--- src/rtl/crossbar_ctrl.sv ---
// Packet arbiter/sequencer for the 2-port crossbar: round-robin grant per packet.
// Optional XBAR_STATS_EN adds packet/broadcast/abort counters.
module crossbar_ctrl #(
   parameter int MAX_PKT_BEATS = 256,
   parameter int BEAT_CNT_W    = 9
) (
   input  logic       clk,
   input  logic       rst,
   input  logic       req_p0,
   input  logic       req_p1,
   input  logic       bcast_p1,
   input  logic       valid_p0,
   input  logic       last_p0,
   input  logic       valid_p1,
   input  logic       last_p1,
   output logic [1:0] control_crossbar,
   output logic       gnt_p0,
   output logic       gnt_p1,
   output logic       busy,
   output logic       err_overlen
`ifdef XBAR_STATS_EN
   ,
   output logic [15:0] pkt_cnt_p0,
   output logic [15:0] pkt_cnt_p1,
   output logic [15:0] bcast_cnt,
   output logic [15:0] abort_cnt
`endif
);

   localparam logic [2:0] S_IDLE = 3'd0;
   localparam logic [2:0] S_P0   = 3'd1;
   localparam logic [2:0] S_P1   = 3'd2;
   localparam logic [2:0] S_BC   = 3'd3;
   localparam logic [2:0] S_GAP  = 3'd4;

   localparam logic [BEAT_CNT_W-1:0] LIMIT =
      BEAT_CNT_W'(MAX_PKT_BEATS - 1);

   logic [2:0]            r_state, w_next;
   logic [BEAT_CNT_W-1:0] r_cnt, w_cnt_nxt;
   logic                  r_ptr, w_ptr_nxt;
   logic                  w_beat, w_last, w_abort, w_done;
   logic [1:0]            r_code, w_code;
   logic                  r_gnt0, r_gnt1, r_busy, r_err;

   always_comb begin
      w_next    = r_state;
      w_cnt_nxt = r_cnt;
      w_ptr_nxt = r_ptr;
      w_abort   = 1'b0;
      w_beat    = 1'b0;
      w_last    = 1'b0;
      case (r_state)
         S_IDLE: begin
            // r_ptr = 0 favours P0 when both ports request
            if (req_p0 && (!req_p1 || !r_ptr))
               w_next = S_P0;
            else if (req_p1)
               w_next = bcast_p1 ? S_BC : S_P1;
         end
         S_P0, S_P1, S_BC: begin
            w_beat = (r_state == S_P0) ? valid_p0 : valid_p1;
            w_last = (r_state == S_P0) ? last_p0  : last_p1;
            if (w_beat) begin
               if (w_last || r_cnt == LIMIT) begin
                  w_next    = S_GAP;
                  w_cnt_nxt = '0;
                  w_abort   = !w_last;
                  w_ptr_nxt = (r_state == S_P0);
               end else begin
                  w_cnt_nxt = r_cnt + BEAT_CNT_W'(1);
               end
            end
         end
         S_GAP:   w_next = S_IDLE;
         default: w_next = S_IDLE;
      endcase
   end

   assign w_done = (w_next == S_GAP) && (r_state != S_GAP);

   always_comb begin
      w_code = 2'b00;
      case (w_next)
         S_P0:    w_code = 2'b01;
         S_P1:    w_code = 2'b10;
         S_BC:    w_code = 2'b11;
         default: w_code = 2'b00;
      endcase
   end

   always_ff @(posedge clk or posedge rst) begin
      if (rst) begin
         r_state <= S_IDLE;
         r_cnt   <= '0;
         r_ptr   <= 1'b0;
         r_code  <= 2'b00;
         r_gnt0  <= 1'b0;
         r_gnt1  <= 1'b0;
         r_busy  <= 1'b0;
         r_err   <= 1'b0;
      end else begin
         r_state <= w_next;
         r_cnt   <= w_cnt_nxt;
         r_ptr   <= w_ptr_nxt;
         r_code  <= w_code;
         r_gnt0  <= (w_next == S_P0);
         r_gnt1  <= (w_next == S_P1) || (w_next == S_BC);
         r_busy  <= (w_next != S_IDLE);
         r_err   <= w_abort;
      end
   end

   assign control_crossbar = r_code;
   assign gnt_p0           = r_gnt0;
   assign gnt_p1           = r_gnt1;
   assign busy             = r_busy;
   assign err_overlen      = r_err;

`ifdef XBAR_STATS_EN
   logic [15:0] r_pkt0, r_pkt1, r_bc, r_abort;

   always_ff @(posedge clk or posedge rst) begin
      if (rst) begin
         r_pkt0  <= '0;
         r_pkt1  <= '0;
         r_bc    <= '0;
         r_abort <= '0;
      end else begin
         if (w_done && r_state == S_P0)
            r_pkt0 <= r_pkt0 + 16'd1;
         if (w_done && r_state != S_P0)
            r_pkt1 <= r_pkt1 + 16'd1;
         if (w_done && r_state == S_BC)
            r_bc <= r_bc + 16'd1;
         if (w_abort)
            r_abort <= r_abort + 16'd1;
      end
   end

   assign pkt_cnt_p0 = r_pkt0;
   assign pkt_cnt_p1 = r_pkt1;
   assign bcast_cnt  = r_bc;
   assign abort_cnt  = r_abort;
`else
   logic w_unused;
   assign w_unused = w_done;
`endif

endmodule

--- config.mk ---
export PLATFORM = sky130hd
export DESIGN_NAME = crossbar_ctrl
export DESIGN_NICKNAME = d
export VERILOG_FILES = /design/src/rtl/crossbar_ctrl.sv
export SDC_FILE = /design/constraint.sdc
export NUM_CORES = 1
export LEC_CHECK = 0
export CORE_AREA = 2 2 63 65
export DETAILED_ROUTE_END_ITERATION = 8
export DIE_AREA = 0 0 65 67
export PLACE_DENSITY_LB_ADDON = 0.2
export RECOVER_POWER = 25
export SLEW_MARGIN = 10
export SYNTH_ARGS = -nofsm -noshare
export SYNTH_HDL_FRONTEND = slang
export SYNTH_SLANG_ARGS = --single-unit
--- constraint.sdc ---
create_clock -name clk -period 2.1 [get_ports clk]
set_input_delay 0.21 -clock clk [delete_from_list [all_inputs] [get_ports clk]]
set_output_delay 0.21 -clock clk [all_outputs]
set_load 0.03 [all_outputs]
# After elaboration in Yosys (flattened, before gate mapping)

Index checks and enable logic that the tools add are counted.
Widths: inputs -> output; s select.

Input bits: 9
Output and inout bits: 6
Memories: 0
Bits in latches: 0
ROM bits: 0
Flip-flop bits (word level): 19
Bits in writable memories: 0

Equality and inequality tests: 7
Bitwise operators: 0
Divide/modulo/power cells: 0
Order comparisons: 0
Multipliers: 0
Mux-type cells: 13
$add $sub $neg: 1
Reduce and logical (&&, ||, !) cells: 12
Shifts and indexed selects: 0

Operator list:

| kind                | count |
|---|---|
| $eq 3x2->1 const B  | 4 |
| $mux 3              | 4 |
| $add 9x1->9 const B | 1 |
| $eq 9x8->1 const B  | 1 |
| $mux 9              | 1 |
| $eq 3x1->1 const B  | 2 |
| $mux 1              | 6 |
| $pmux 2 s3          | 1 |
| $pmux 3 s2          | 1 |
| $logic_not 1->1     | 3 |
| $logic_not 3->1     | 1 |
| $logic_or 1x1->1    | 3 |
| $reduce_and 3->1    | 1 |
| $reduce_bool 3->1   | 1 |
| $reduce_or 3->1     | 1 |
| $reduce_and 2->1    | 1 |
| $logic_and 1x1->1   | 1 |

# Longest topological paths before layout

Depth in word-level cells: 8
Depth in mapped cells: 9
Depth with buffers taken out: 8

# Worst setup path before layout

No wires, ideal clock.

Path kind: reg-to-reg
Start: register r_cnt[0]
End: register r_cnt[3]
Setup slack: 0.294 ns
Setup time: 0.121 ns
Cell stages (with the launch flop): 10
Period minus slack after synthesis: 1.806 ns
Arrival: 1.685 ns
Buffers on the path: 1
Cell sequence: dfrtp_1 > ha_1 > nand3_1 > nor2_1 > ha_1 > nor2_1 > mux2i_1 > buf_6 > o21ai_0 > a22o_2

Cells in the longest elaborated chain, start to end: 3
Elaborated cells between the ends (all ways): 4
Those cells by class: add/sub: 1; eq/ne: 1; mux: 1; reduce/logical: 1

RTL lines:

| item                                                                | line | text |
|---|---|---|
| start: declaration                                                  | 40   | `logic [BEAT_CNT_W-1:0] r_cnt, w_cnt_nxt;` |
| start signal: assignment                                            | 104  | `r_cnt <= w_cnt_nxt;` |
| parallel branches: the longest is 2 deep, another holds $add 9x1->9 | -    |  |
| $mux 9 (*)                                                          | 65   | `if (w_last \|\| r_cnt == LIMIT) begin` |

Every way passes the cells marked *.
A chain may end at the register's enable or synchronous reset.

# Final worst setup path

Start: register r_cnt[0]
End: register r_cnt[4]

Same word-level chain as after synthesis.

==> results.json <==
{
  "status": "finished clean",
  "gp_congestion": 0.7989,
  "clkSlewWorstSetupHoldPaths_ns": 0.07,
  "hold_buffers": 0,
  "dr.pass1.iters": 4,
  "insertedDiodeCount": 0,
  "finClkSkew_ns": 0.002656,
  "crit_arrival_ns": 2.06,
  "hp-class": "input pin to asynchronous set/reset pin",
  "grt_max_degree": 19,
  "path_depth": 9,
  "postSynthCellCount": 92,
  "r2r_cells": 9,
  "post-route-period-util_pct": 91.69,
  "critPathBufInv": 1,
  "grt_pass1_wl_um": 3236,
  "dieHeight_um": 67,
  "clock-sinks": 18,
  "io_pins": 15,
  "drt_wl_total_um": 1792,
  "area_growth_pct": 24.34,
  "rsz0062_at_grt": "false",
  "synth_cell_types": 28,
  "syn_area_um2": 950.9,
  "dpl.cell_count": 153,
  "final_cell_mix": "dfrtp_1 (18), clkdlybuf4s50_1 (13), nor2_1 (9), nand2_1 (7), o21ai_0 (7)",
  "maxCapViolations": 0,
  "gr-total-overflow": 0,
  "reg2reg_to": "r_cnt[4]",
  "crit_top_cell": "nor2_1",
  "setup_tns_ns": 0,
  "slowest_delay_ns": 0.36,
  "synth_top_cell_area_share_pct": 47.37,
  "first_iter_violations": 15,
  "cp-endpoint": "r_cnt[4]",
  "finalSetupViolCount": 0,
  "layout_min_cycle_time_ns": 1.925,
  "syn_avg_cell_area_um2": 10.34,
  "slew_viol_final": 0,
  "htree_levels": 1,
  "ys_warn_count": 0,
  "hold_viol_final": 0,
  "die_area_um2": 4355,
  "leakage_nw": 0.5169,
  "synth_fp_nets": 103,
  "final-seq-area_um2": 450.4,
  "path_class": "register to register",
  "viasPerCell": 4.622,
  "maxSlewHeadroom_pct": 54.36,
  "end_kind": "register",
  "wl_per_cell_um": 11.49,
  "core-area_um2": 3606,
  "cts_made_buffers": 3,
  "crit_path_start_kind": "register",
  "stdcell_count": 156,
  "first_global_vias": 735,
  "drc_errors": 0,
  "cts_root_buf": "clkbuf_8",
  "crit_start": "r_cnt[0]",
  "drtAntennaViolNets": 0,
  "grt.total_usage_pct": 9.885,
  "start_util_pct": 26.37,
  "r2r_setup_slack_ns": 0.17,
  "cellPowerDensity_nw_per_um2": 1181,
  "yosysTopAreaCell": "dfrtp_1",
  "multiInputGateArea_um2": 452.9,
  "final_common_cell": "dfrtp_1",
  "vias": 721,
  "crit_required_ns": 2.24,
  "ir_drop_uv": 239.0,
  "fmax_mhz": 519.4,
  "port_buffers": 14,
  "synthTopCellsByArea": "dfrtp_1 (47%), a22o_2 (5.3%), nor2_1 (3.9%)",
  "cpMaxStageDelayCell": "dfrtp_1",
  "critical-path-top-delay-family": "adder cells",
  "cts_tree": "built",
  "fin_nets": 121,
  "worst-path-max-fanout": 11,
  "clk_latency_ns": 0.25,
  "synth_seq_area_share_pct": 47.37,
  "rows": 22,
  "ys_ff_latch": 18,
  "drive_gt1_share_pct": 19.44,
  "dp.final_hpwl_um": 1347,
  "crit_chain": "ha_1, nand3_1, nor2_1, ha_2, nor2_1, mux2i_1, buf_4, nor2_2, a221o_2",
  "die_x_um": 65,
  "num-fill-cells": 373,
  "rr_startpoint": "r_cnt[0]",
  "cts_buffer_depth": 2,
  "antenna_found_initial": 0,
  "tightest_slew_ns": 0.6839
}
## sequential cells by signal (all words and copies together), names as in the netlist
| register | flops |
|---|---|
| r_ptr | 1 |
| control_crossbar | 2 |
| busy | 1 |
| r_state | 3 |
| gnt_p0 | 1 |
| err_overlen | 1 |
| r_cnt | 9 |
## cell type report
class,count,share of cell area (%)
multi-input combinational,66,38.31
sequential,18,38.10
timing repair buffer,17,13.76
tap,48,5.079
clock buffer,3,3.492
inverter,4,1.270
## cell usage after synthesis (all sizes together)
master,n
mux2i,2
nor4,1
and3,5
o2bb2ai,1
buf,4
nor2b,4
a221o,1
inv,4
nor2,10
nand3,2
nand2,7
o21ai,8
nor3,2
ha,2
a22o,8
dfrtp,18
a2bb2oi,1
nor3b,1
or3,1
and2b,2
a211oi,1
and2,3
o22ai,2
mux2,2
## through the flow
stage / power [mW] / hold WS (ns) / setup WS, ns / area (um2) / util [%]
2_1_floorplan: 1.005 / 0.1486 / 0.2938 / 950.9 / -
3_3_place_gp: 1.159 / 0.5038 / 0.1341 / 1136 / 31.51
3_5_place_dp: 1.162 / 0.5067 / 0.07722 / 1136 / 31.51
4_1_cts: 1.409 / 0.3968 / 0.04723 / 1177 / 32.65
5_1_grt: 1.497 / 0.5626 / 0.001142 / 1182 / 32.79
6_report: 1.396 / 0.4978 / 0.1746 / 1182 / 32.79
## cell families after synthesis
group	share of synthesized area, %
buf+inv	5.525
fa+ha+maj	2.631
simple gates	21.98
compound gates	18.03
mux	4.474
flops	47.37
## report_power, final
group	switching [mW]	total [mW]	leakage, nW	internal [mW]
Combinational	0.307	0.598	0.263	0.291
Sequential	0.105	0.558	0.232	0.452
Clock	0.113	0.241	0.0216	0.128
Total	0.526	1.40	0.517	0.870
## worst min-delay path by stage
stage / start / endpoint / slack, ns
after detailed placement: r_cnt[1] / r_cnt[1] / 0.51
after global routing: r_cnt[7] / r_cnt[7] / 0.56
after floorplan: rst / busy / 0.15
final: rst / control_crossbar[1] / 0.50
after global placement: r_cnt[1] / r_cnt[1] / 0.50
after CTS: rst / control_crossbar[1] / 0.40
## worst register-to-register path: stages (launching register included)
cell	delay [ns]
dfrtp_1	0.36
ha_1	0.18
nand3_1	0.10
nor2_1	0.13
ha_2	0.21
nor2_1	0.06
mux2i_1	0.14
buf_4	0.19
nor2_2	0.09
a221o_2	0.35
## layer usage
metal	global-route usage, %	part of all wire [%]	vias to the layer above
li1	-	-	357
met1	10.97	46	348
met2	17.14	49	11
met3	1.520	2.0	5
met4	7.181	3.4	0
met5	0	0	-
## timing repair
item                       CTS  global route
buffers inserted             0             0
gates resized for setup      0             2
setup endpoints to repair    0             7
(Power assumes the default switching activity.)
